**src/rtl/reg_req_rr_arbiter.sv**
```systemverilog
// Round-robin arbiter that shares one reg-bus master port between NumReq requesters.
// One transaction is in flight at a time. An optional watchdog error-completes a stuck request and then drains it.
module reg_req_rr_arbiter #(
    parameter int unsigned NumReq        = 4,
    parameter int unsigned AddrWidth     = 64,
    parameter int unsigned DataWidth     = 64,
    parameter int unsigned TimeoutCycles = 0
) (
    input  logic                               clk_i,
    input  logic                               rst_ni,
    input  logic [NumReq*AddrWidth-1:0]        in_req_addr,
    input  logic [NumReq-1:0]                  in_req_write,
    input  logic [NumReq*DataWidth-1:0]        in_req_wdata,
    input  logic [NumReq*(DataWidth/8)-1:0]    in_req_wstrb,
    input  logic [NumReq-1:0]                  in_req_valid,
    output logic [NumReq*DataWidth-1:0]        in_rsp_rdata,
    output logic [NumReq-1:0]                  in_rsp_error,
    output logic [NumReq-1:0]                  in_rsp_ready,
    output logic [AddrWidth-1:0]               out_req_addr,
    output logic                               out_req_write,
    output logic [DataWidth-1:0]               out_req_wdata,
    output logic [DataWidth/8-1:0]             out_req_wstrb,
    output logic                               out_req_valid,
    input  logic [DataWidth-1:0]               out_rsp_rdata,
    input  logic                               out_rsp_error,
    input  logic                               out_rsp_ready,
    output logic [NumReq-1:0]                  grant_o,
    output logic                               timeout_o
);
    localparam int unsigned StrbWidth  = DataWidth / 8;
    localparam int unsigned IdxWidth   = $clog2(NumReq);
    localparam int unsigned TimerWidth = (TimeoutCycles == 0) ? 1 : $clog2(TimeoutCycles + 1);
    localparam bit          WdogEn     = (TimeoutCycles != 0);
    localparam logic [TimerWidth-1:0] TimerLast = WdogEn ? TimerWidth'(TimeoutCycles - 1) : '0;

    typedef enum logic [1:0] {StIdle, StBusy, StDrain} state_e;

    state_e                state_q, state_d;
    logic [IdxWidth-1:0]   rr_ptr_q, rr_ptr_d;
    logic [IdxWidth-1:0]   owner_q, owner_d;
    logic [NumReq-1:0]     grant_q, grant_d;
    logic                  valid_q, valid_d;
    logic [AddrWidth-1:0]  addr_q, addr_d;
    logic                  write_q, write_d;
    logic [DataWidth-1:0]  wdata_q, wdata_d;
    logic [StrbWidth-1:0]  wstrb_q, wstrb_d;
    logic [TimerWidth-1:0] timer_q, timer_d;

    logic [AddrWidth-1:0]  req_addr  [NumReq];
    logic [DataWidth-1:0]  req_wdata [NumReq];
    logic [StrbWidth-1:0]  req_wstrb [NumReq];

    for (genvar gi = 0; gi < NumReq; gi++) begin : g_unpack
        assign req_addr[gi]  = in_req_addr[gi*AddrWidth +: AddrWidth];
        assign req_wdata[gi] = in_req_wdata[gi*DataWidth +: DataWidth];
        assign req_wstrb[gi] = in_req_wstrb[gi*StrbWidth +: StrbWidth];
    end

    // Rotate the valid vector so that bit 0 is rr_ptr, then take the lowest set bit.
    logic [2*NumReq-1:0]   valid_dbl;
    logic [NumReq-1:0]     valid_rot;
    logic [IdxWidth-1:0]   pick_off;
    logic [IdxWidth:0]     pick_sum;
    logic [IdxWidth-1:0]   pick_idx;

    always_comb begin
        valid_dbl = {in_req_valid, in_req_valid} >> rr_ptr_q;
        valid_rot = valid_dbl[NumReq-1:0];
        pick_off  = '0;
        for (int k = NumReq - 1; k >= 0; k--) begin
            if (valid_rot[k]) pick_off = IdxWidth'(k);
        end
        pick_sum = {1'b0, rr_ptr_q} + {1'b0, pick_off};
        if (pick_sum >= (IdxWidth+1)'(NumReq)) pick_sum = pick_sum - (IdxWidth+1)'(NumReq);
        pick_idx = pick_sum[IdxWidth-1:0];
    end

    logic                rsp_done;
    logic                rsp_tmo;
    logic [IdxWidth-1:0] next_ptr;

    // A bridge response in the expiry cycle takes priority over the watchdog.
    assign rsp_done = (state_q == StBusy) && out_rsp_ready;
    assign rsp_tmo  = WdogEn && (state_q == StBusy) && !out_rsp_ready && (timer_q == TimerLast);
    assign next_ptr = (owner_q == IdxWidth'(NumReq - 1)) ? '0 : owner_q + IdxWidth'(1);

    always_comb begin
        state_d  = state_q;
        rr_ptr_d = rr_ptr_q;
        owner_d  = owner_q;
        grant_d  = grant_q;
        valid_d  = valid_q;
        addr_d   = addr_q;
        write_d  = write_q;
        wdata_d  = wdata_q;
        wstrb_d  = wstrb_q;
        timer_d  = timer_q;
        unique case (state_q)
            StIdle: begin
                if (|in_req_valid) begin
                    state_d = StBusy;
                    owner_d = pick_idx;
                    grant_d = NumReq'(1) << pick_idx;
                    valid_d = 1'b1;
                    addr_d  = req_addr[pick_idx];
                    write_d = in_req_write[pick_idx];
                    wdata_d = req_wdata[pick_idx];
                    wstrb_d = req_wstrb[pick_idx];
                    timer_d = '0;
                end
            end
            StBusy: begin
                if (rsp_done || rsp_tmo) rr_ptr_d = next_ptr;
                if (rsp_done) begin
                    state_d = StIdle;
                    grant_d = '0;
                    valid_d = 1'b0;
                end else if (rsp_tmo) begin
                    state_d = StDrain;
                end else if (timer_q != '1) begin
                    timer_d = timer_q + TimerWidth'(1);
                end
            end
            StDrain: begin
                if (out_rsp_ready) begin
                    state_d = StIdle;
                    grant_d = '0;
                    valid_d = 1'b0;
                end
            end
            default: state_d = StIdle;
        endcase
    end

    always_ff @(posedge clk_i) begin
        if (!rst_ni) begin
            state_q  <= StIdle;
            rr_ptr_q <= '0;
            owner_q  <= '0;
            grant_q  <= '0;
            valid_q  <= 1'b0;
            addr_q   <= '0;
            write_q  <= 1'b0;
            wdata_q  <= '0;
            wstrb_q  <= '0;
            timer_q  <= '0;
        end else begin
            state_q  <= state_d;
            rr_ptr_q <= rr_ptr_d;
            owner_q  <= owner_d;
            grant_q  <= grant_d;
            valid_q  <= valid_d;
            addr_q   <= addr_d;
            write_q  <= write_d;
            wdata_q  <= wdata_d;
            wstrb_q  <= wstrb_d;
            timer_q  <= timer_d;
        end
    end

    for (genvar gi = 0; gi < NumReq; gi++) begin : g_rsp
        logic sel;
        assign sel              = (rsp_done || rsp_tmo) && (owner_q == IdxWidth'(gi));
        assign in_rsp_ready[gi] = sel;
        assign in_rsp_error[gi] = sel && (rsp_tmo || out_rsp_error);
        assign in_rsp_rdata[gi*DataWidth +: DataWidth] = (sel && rsp_done) ? out_rsp_rdata : '0;
    end

    assign out_req_addr  = addr_q;
    assign out_req_write = write_q;
    assign out_req_wdata = wdata_q;
    assign out_req_wstrb = wstrb_q;
    assign out_req_valid = valid_q;
    assign grant_o       = grant_q;
    assign timeout_o     = rsp_tmo;

endmodule

```
**config.mk**
```make
export PLATFORM = sky130hd
export DESIGN_NAME = reg_req_rr_arbiter
export DESIGN_NICKNAME = d
export VERILOG_FILES = /design/src/rtl/reg_req_rr_arbiter.sv
export SDC_FILE = /design/constraint.sdc
export NUM_CORES = 1
export LEC_CHECK = 0
export ABC_AREA = 1
export BUFFER_PORTS_ARGS = -buffer_cell sky130_fd_sc_hd__buf_2
export CAP_MARGIN = 5
export CORE_AREA = 2 2 400 402
export DETAILED_ROUTE_END_ITERATION = 7
export DIE_AREA = 0 0 402 404
export GPL_TIMING_DRIVEN = 0
export PLACE_DENSITY = 0.33
export SETUP_SLACK_MARGIN = 0.2
export SKIP_LAST_GASP = 1
export SYNTH_ARGS = -nofsm -noshare
export SYNTH_HDL_FRONTEND = slang
export SYNTH_SLANG_ARGS = --single-unit
```
**constraint.sdc**
```tcl
create_clock -name clk_i -period 3.1 [get_ports clk_i]
set_input_delay 0.31 -clock clk_i [delete_from_list [all_inputs] [get_ports clk_i]]
set_output_delay 0.31 -clock clk_i [all_outputs]
set_load 0.005 [all_outputs]
```
==> flow_summary_export.csv, run 1 <==
group,metric,value,unit
setup_path,cp.arrival,3.21,ns
sta,slew_headroom,45.6,%
sta,setup_violations,0,
finish,drive_gt1_share,41.2,%
setup_path,regToRegSetupSlack,0.29,ns
route,detail_route.iter0.violations,1187,
flow_run,maxCapViolCount,0,
place,dp_hpwl,119,mm
floorplanning,start_util,7.60,%
synth,ys_ff_latch,146,
sta,drv_slew,0,
cts,h-tree-depth,4,
hold_path,hold_start,"in_req_wstrb[17]",
sta,max_freq,356,MHz
synth,synth-warning-count,0,
route,num_vias,18477,
power_and_ir_drop,power-per-cell-area,505,nW/um^2
floorplanning,die_h,404,microns
status,status,"finished clean",
setup_path,critical_path_required,3.50,ns
synth,synthesis.nets,2734,
route,detail-route-antenna-nets,0,
sta,fin_crit,2.81,ns
cts,clock_sinks,146,
sta,setup-tns-final,0,ns
sta,rsz0062_at_grt,"true",
synth,synthCells,2109,
sta,min_period_over_period,90.7,%
setup_path,critical_path_class,"flip-flop to flip-flop",
sta,worst_pin_slew,0.816,ns
grt,track_usage,16.2,%
power_and_ir_drop,switchingPower,5.37,mW
floorplanning,fp.coreArea,158000,sq um
finish,area_growth,77.6,%
finish,final_cells,5274,
grt,grt_start_max_net_pins,17,
route,via_per_inst,3.50,
route,drc_errors,0,
finish,fin_nets,3787,
grt,grt_pass1_wl,172,mm
synth,synth_area,12000,sq um
route,wl_per_cell,25.8,microns
place,gp_congestion,0.882,
cts,clockBufferDepth,2,
grt,grt_pass1_vias,17870,
place,dpl.cell_count,5206,
route,first_pass_iters,5,
power_and_ir_drop,pwr-share-seq,21.3,%
cts,insertion_delay,0.52,ns
power_and_ir_drop,irDropWorstVdd,0.250,mV
sta,skew,0.0137,ns
power_and_ir_drop,p_leak,11.6,nW
setup_path,path_max_fanout,10,
sta,hold_violations,0,
setup_path,crit_start,"rr_ptr_q[0]",
floorplanning,die_area,162000,sq um
synth,synth_area_leader_cell,"dfxtp_1",
synth,postSynthAreaPerCell,5.69,sq um
setup_path,timing.rr.start,"rr_ptr_q[0]",
power_and_ir_drop,fin_total_pwr,10.8,mW
route,wl,136,mm
floorplanning,num_rows,146,
synth,synth.top_cell.area_share,24.4,%
grt,grt_overflow_total,0,
power_and_ir_drop,intPower,5.40,mW
floorplanning,ios,1027,
power_and_ir_drop,clockPowerShare,21.2,%
grt,antenna_found_initial,91,
cts,cts-root-buf,"clkbuf_16",
synth,ys_types,26,
place,io_buffers,1024,
floorplanning,die_w,402,microns
synth,synth_area_leaders,"dfxtp_1 (24%), nand2_1 (18%), nor2_1 (17%)",
synth,ys_seq_area_share,24.4,%
hold_path,hp-class,"primary input to flip-flop",
cts,cts_tree,"done",
power_and_ir_drop,power_switching_share,49.8,%
cts,clkTransAtPathRegs,0.08,ns
setup_path,end_kind,"flip-flop",
setup_path,worstSetupStartpointType,"flip-flop",
cts,numCtsBuffers,17,
power_and_ir_drop,p_comb_share,57.5,%
==> metal layers <==
metal | GRT usage (%) | wire, microns | vias up
li1 | - | - | 8855
met1 | 19.0 | 55600 | 8606
met2 | 29.6 | 70300 | 783
met3 | 2.84 | 6070 | 203
met4 | 4.84 | 4180 | 30
met5 | 0 | 177 | -
==> cell usage after synthesis <==
cell	number
conb_1	1
inv_2	4
dfxtp_1	146
o211ai_1	1
nand3_1	148
nand2_1	574
nand4_1	1
nand3_2	1
a21oi_1	124
nand2_4	1
inv_1	79
a211oi_1	2
clkbuf_1	100
a21oi_2	20
ha_1	5
o21ai_1	10
buf_6	1
buf_4	21
xnor2_1	1
mux2i_1	137
buf_1	9
o21ai_0	129
nand2_2	1
a21boi_0	1
buf_2	53
nor2_1	539
==> logic make-up (layout without fill, tap and decap cells) <==
family                   Yosys count  count (layout)  share of synthesized area (%)
flip-flops                       146             146                           24.4
adder cells (fa/ha/maj)            5               5                          0.521
XOR/XNOR                           1               1                         0.0730
buffers and inverters            267            1333                           9.63
other                              1              28                         0.0313
AO/OA/AOI/OAI                    287             287                           12.7
AND/OR/NAND/NOR                 1265            1265                           41.3
multiplexers                     137             137                           11.4
==> layout make-up <==
| class | instances | area, sq um |
|---|---|---|
| clock inverter | 15 | 168 |
| tap | 2072 | 2590 |
| inverter | 83 | 315 |
| antenna | 27 | 67.6 |
| timing repair buffer | 1034 | 5240 |
| fill | 18873 | 137000 |
| clock buffer | 17 | 425 |
| sequential | 146 | 2930 |
| buffer | 184 | 1170 |
| multi-input combinational | 1696 | 8400 |
==> per-stage QoR <==
step	area [sq um]	utilization, %	setup slack, ns	hold WS [ns]
2_1_floorplan	12000	-	0.828	0.460
3_3_place_gp	19700	12.5	-1.92	0.459
5_1_grt	21300	13.5	0.115	0.193
3_5_place_dp	19700	12.5	-1.34	0.460
6_report	21300	13.5	0.288	0.197
4_1_cts	20900	13.2	0.102	0.119
==> worst paths after layout <==
| kind | cells after the start | endpoint |
|---|---|---|
| min reg2reg | 2 | grant_o[3] |
| max | 14 | out_req_wdata[6] |
| max reg2reg | 14 | out_req_wdata[6] |
| min | 5 | out_req_wstrb[1] |
==> power by group through the flow <==
| stage | sequential [mW] | clock (mW) | combinational, mW |
|---|---|---|---|
| 2_1_floorplan | 2.36 | 0 | 2.62 |
| 3_3_place_gp | 2.33 | 0 | 5.83 |
| 3_5_place_dp | 2.33 | 0 | 5.83 |
| 4_1_cts | 2.29 | 2.46 | 6.19 |
| 5_1_grt | 2.33 | 2.49 | 6.75 |
| 6_report | 2.30 | 2.28 | 6.19 |
==> state kept, by name, indices dropped and copies added, names as in the netlist <==
register / count
owner_q: 2
out_req_valid: 1
out_req_addr: 64
rr_ptr_q: 2
grant_o: 4
out_req_wdata: 64
out_req_write: 1
out_req_wstrb: 8
==> cell usage in the layout (no fill, tap or decap), types with 10 or more instances in the layout <==
| master | n |
|---|---|
| mux2i_4 | 19 |
| inv_1 | 78 |
| diode_2 | 27 |
| clkbuf_16 | 20 |
| o21ai_0 | 129 |
| nor2_1 | 516 |
| nand2_2 | 24 |
| o21ai_1 | 10 |
| mux2i_1 | 103 |
| clkbuf_1 | 58 |
| nand2_1 | 550 |
| mux2i_2 | 15 |
| clkbuf_2 | 27 |
| buf_2 | 1061 |
| buf_4 | 33 |
| a21oi_1 | 115 |
| dfxtp_1 | 144 |
| clkbuf_4 | 12 |
| a21oi_2 | 29 |
| nand3_1 | 148 |
| nor2_2 | 21 |
==> worst max-delay path, cell delays in order (launching register included) <==
cell       delay (ns)
dfxtp_4          0.37
inv_2            0.09
nand2_1          0.07
nand3_1          0.06
nand2_1          0.08
nand3_1          0.07
a21boi_0         0.08
ha_1             0.33
buf_12           0.17
clkbuf_16        0.23
buf_4            0.31
mux2i_4          0.35
a21oi_1          0.06
nor2_1           0.30
nor2_1           0.07
==> repair_timing <==
action	in CTS	in global routing
buffers inserted	1	7
hold buffers	0	0
setup endpoints to repair	306	175
gates cloned	0	1
gates resized for setup	147	109
pin swaps	0	2
No activity file was read; power rests on OpenSTA's default activity.
==> inputs of run 2 (changes only) <==
- CORE_AREA: 2 2 400 402 -> 2 2 397 399
- DIE_AREA: 0 0 402 404 -> 0 0 399 401
- clock period: 3.1 -> 3.5 ns (I/O delays scaled with it)
==> run 2 against run 1 <==
Net effect: combinational power decreased by 16%; largest cell class unchanged; cell count decreased by 0.53%; sequential power decreased by 12%.
==> flow_summary_export.csv, run 2 (synthesis gave the netlist of run 1 again) <==
group,metric,value,unit
floorplanning,start_util,7.71,%
place,gp_congestion,0.919,
sta,rsz0062_at_grt,"true",
floorplanning,ios,1027,
hold_path,whs_path_depth,5,
grt,grt_pass1_wl,170,mm
setup_path,timing.rr.start,"rr_ptr_q[0]",
route,wl_per_cell,26.0,microns
route,detail-route-antenna-nets,0,
sta,worst_slack,0.242,ns
hold_path,hold_start,"in_req_wstrb[17]",
cts,h-tree-depth,4,
cts,cts_setup_buffers,0,
setup_path,path_max_fanout,12,
floorplanning,die_h,401,microns
setup_path,critical_path_class,"flip-flop to flip-flop",
route,num_vias,18649,
cts,cts-root-buf,"clkbuf_16",
finish,layout.cells.most_common,"buf_2",
sta,hold_violations,0,
flow_run,maxCapViolCount,0,
setup_path,regToRegSetupSlack,0.24,ns
grt,grt_pass1_vias,17417,
cts,clock_sinks,146,
hold_path,hp-class,"primary input to flip-flop",
sta,slew_headroom,29.0,%
grt,track_usage,16.3,%
setup_path,cp.arrival,3.67,ns
floorplanning,die_area,160000,sq um
setup_path,critPathMaxStageDelay,0.46,ns
cts,numCtsBuffers,17,
hold_path,min_to,"out_req_wstrb[1]",
sta,skew,0.0135,ns
cts,insertion_delay,0.53,ns
setup_path,r2r_cells,14,
finish,fillCellCount,18566,
power_and_ir_drop,power-per-cell-area,446,nW/um^2
grt,antenna_found_initial,85,
setup_path,crit_path_cell_trace,"inv_2 -> nand2_1 -> nand3_1 -> nand2_1 -> nand3_1 -> a21boi_0 -> ha_1 -> buf_6 -> clkbuf_8 -> buf_2 -> mux2i_1 -> a21oi_1 -> nor2_1 -> nor2_1",
finish,drive_gt1_share,38.9,%
power_and_ir_drop,fin_total_pwr,9.27,mW
sta,setup_violations,0,
sta,worst_pin_slew,1.07,ns
setup_path,worstSetupStartpointType,"flip-flop",
route,via_per_inst,3.55,
floorplanning,die_w,399,microns
cts,clkTransAtPathRegs,0.08,ns
sta,max_freq,307,MHz
finish,layout_common_cells,"buf_2 (1067), nand2_1 (574), nor2_1 (529), nand3_1 (148), dfxtp_1 (146)",
setup_path,r2r-end,"out_req_wdata[26]",
place,place_ws,-1.26,ns
grt,grt_start_max_net_pins,18,
setup_path,critical-path-top-delay-family,"buffers and inverters",
place,dp_hpwl,118,mm
finish,fin_nets,3777,
sta,whs,0.221,ns
floorplanning,num_rows,145,
power_and_ir_drop,irDropWorstVdd,0.407,mV
setup_path,critPathBufInv,4,
grt,grt_overflow_total,0,
route,detail_route.iter0.violations,1409,
status,status,"finished clean",
sta,min_period_over_period,93.1,%
cts,cts_tree,"done",
route,drc_errors,0,
finish,final_cells,5246,
setup_path,end_kind,"flip-flop",
place,dpl.cell_count,5191,
route,first_pass_iters,5,
cts,clockBufferDepth,2,
place,io_buffers,1024,
setup_path,critPathSlowestCell,"dfxtp_1",
floorplanning,fp.coreArea,156000,sq um
sta,fin_crit,3.26,ns
power_and_ir_drop,p_leak,11.4,nW
route,wl,136,mm
finish,area_growth,73.3,%
setup_path,critical_path_required,3.91,ns
sta,setup-tns-final,0,ns
sta,drv_slew,0,
## run 2: changes by cell type in the layout (fill, tap and decap cells not counted), sizes merged
cell,delta
clkinvlp,-1
buf,-15
inv,+1
clkbuf,+4
clkdlybuf4s15,+1
diode,-4
## run 2: report_power, final
part           internal (mW)  leakage (nW)  switching [mW]
Sequential              1.92          1.21           0.114
Clock                   1.03         0.299            1.04
Combinational           1.65          9.88            3.51
Total                   4.60          11.4            4.67
## run 2: worst min-delay path: stages
cell and delay, ns:
buf_2 0.08, mux2i_1 0.06, a21oi_1 0.11, nor2_1 0.05, nor2_1 0.07
## run 2: routing by layer
layer | vias up | wire (microns) | global-route usage (%)
li1 | 8808 | - | -
met1 | 8746 | 55600 | 19.7
met2 | 903 | 69300 | 29.7
met3 | 174 | 7950 | 2.81
met4 | 18 | 3470 | 3.81
met5 | - | 120 | 0
## run 2: per-stage QoR
stage          utilization (%)  instance area [sq um]
2_1_floorplan                -                  12000
3_3_place_gp              12.7                  19700
3_5_place_dp              12.7                  19700
4_1_cts                   13.2                  20500
5_1_grt                   13.3                  20800
6_report                  13.4                  20800
## run 2: worst max-delay path by stage
| stage | start | to | slack [ns] | depth (start not counted) |
|---|---|---|---|---|
| floorplan | rr_ptr_q[0] | out_req_addr[18] | 1.23 | 17 |
| global placement | rr_ptr_q[0] | out_req_wdata[58] | -1.45 | 14 |
| detailed placement | rr_ptr_q[0] | out_req_addr[19] | -1.26 | 14 |
| CTS | rr_ptr_q[0] | out_req_wdata[30] | 0.21 | 14 |
| global route | rr_ptr_q[0] | out_req_addr[13] | 0.08 | 14 |
| finish | rr_ptr_q[0] | out_req_wdata[26] | 0.24 | 14 |
## run 2: what timing repair did
| item | CTS | global route |
|---|---|---|
| endpoints found under the hold margin | 0 | 0 |
| cloned | 0 | 0 |
| gates resized for setup | 62 | 65 |
| endpoints found under the setup margin | 182 | 79 |
| hold buffers | 0 | 0 |
## run 2: layout make-up
cell class / count / area (sq um) / area share, %
diodes: 23 / 57.6 / 0.277
plain buffers: 184 / 998 / 4.80
clock buffers: 17 / 425 / 2.05
clock inverters: 15 / 190 / 0.915
inverters: 83 / 312 / 1.50
multi-input cells: 1696 / 8180 / 39.4
flip-flops and latches: 146 / 2920 / 14.1
well taps: 2058 / 2570 / 12.4
repair buffers: 1024 / 5120 / 24.7
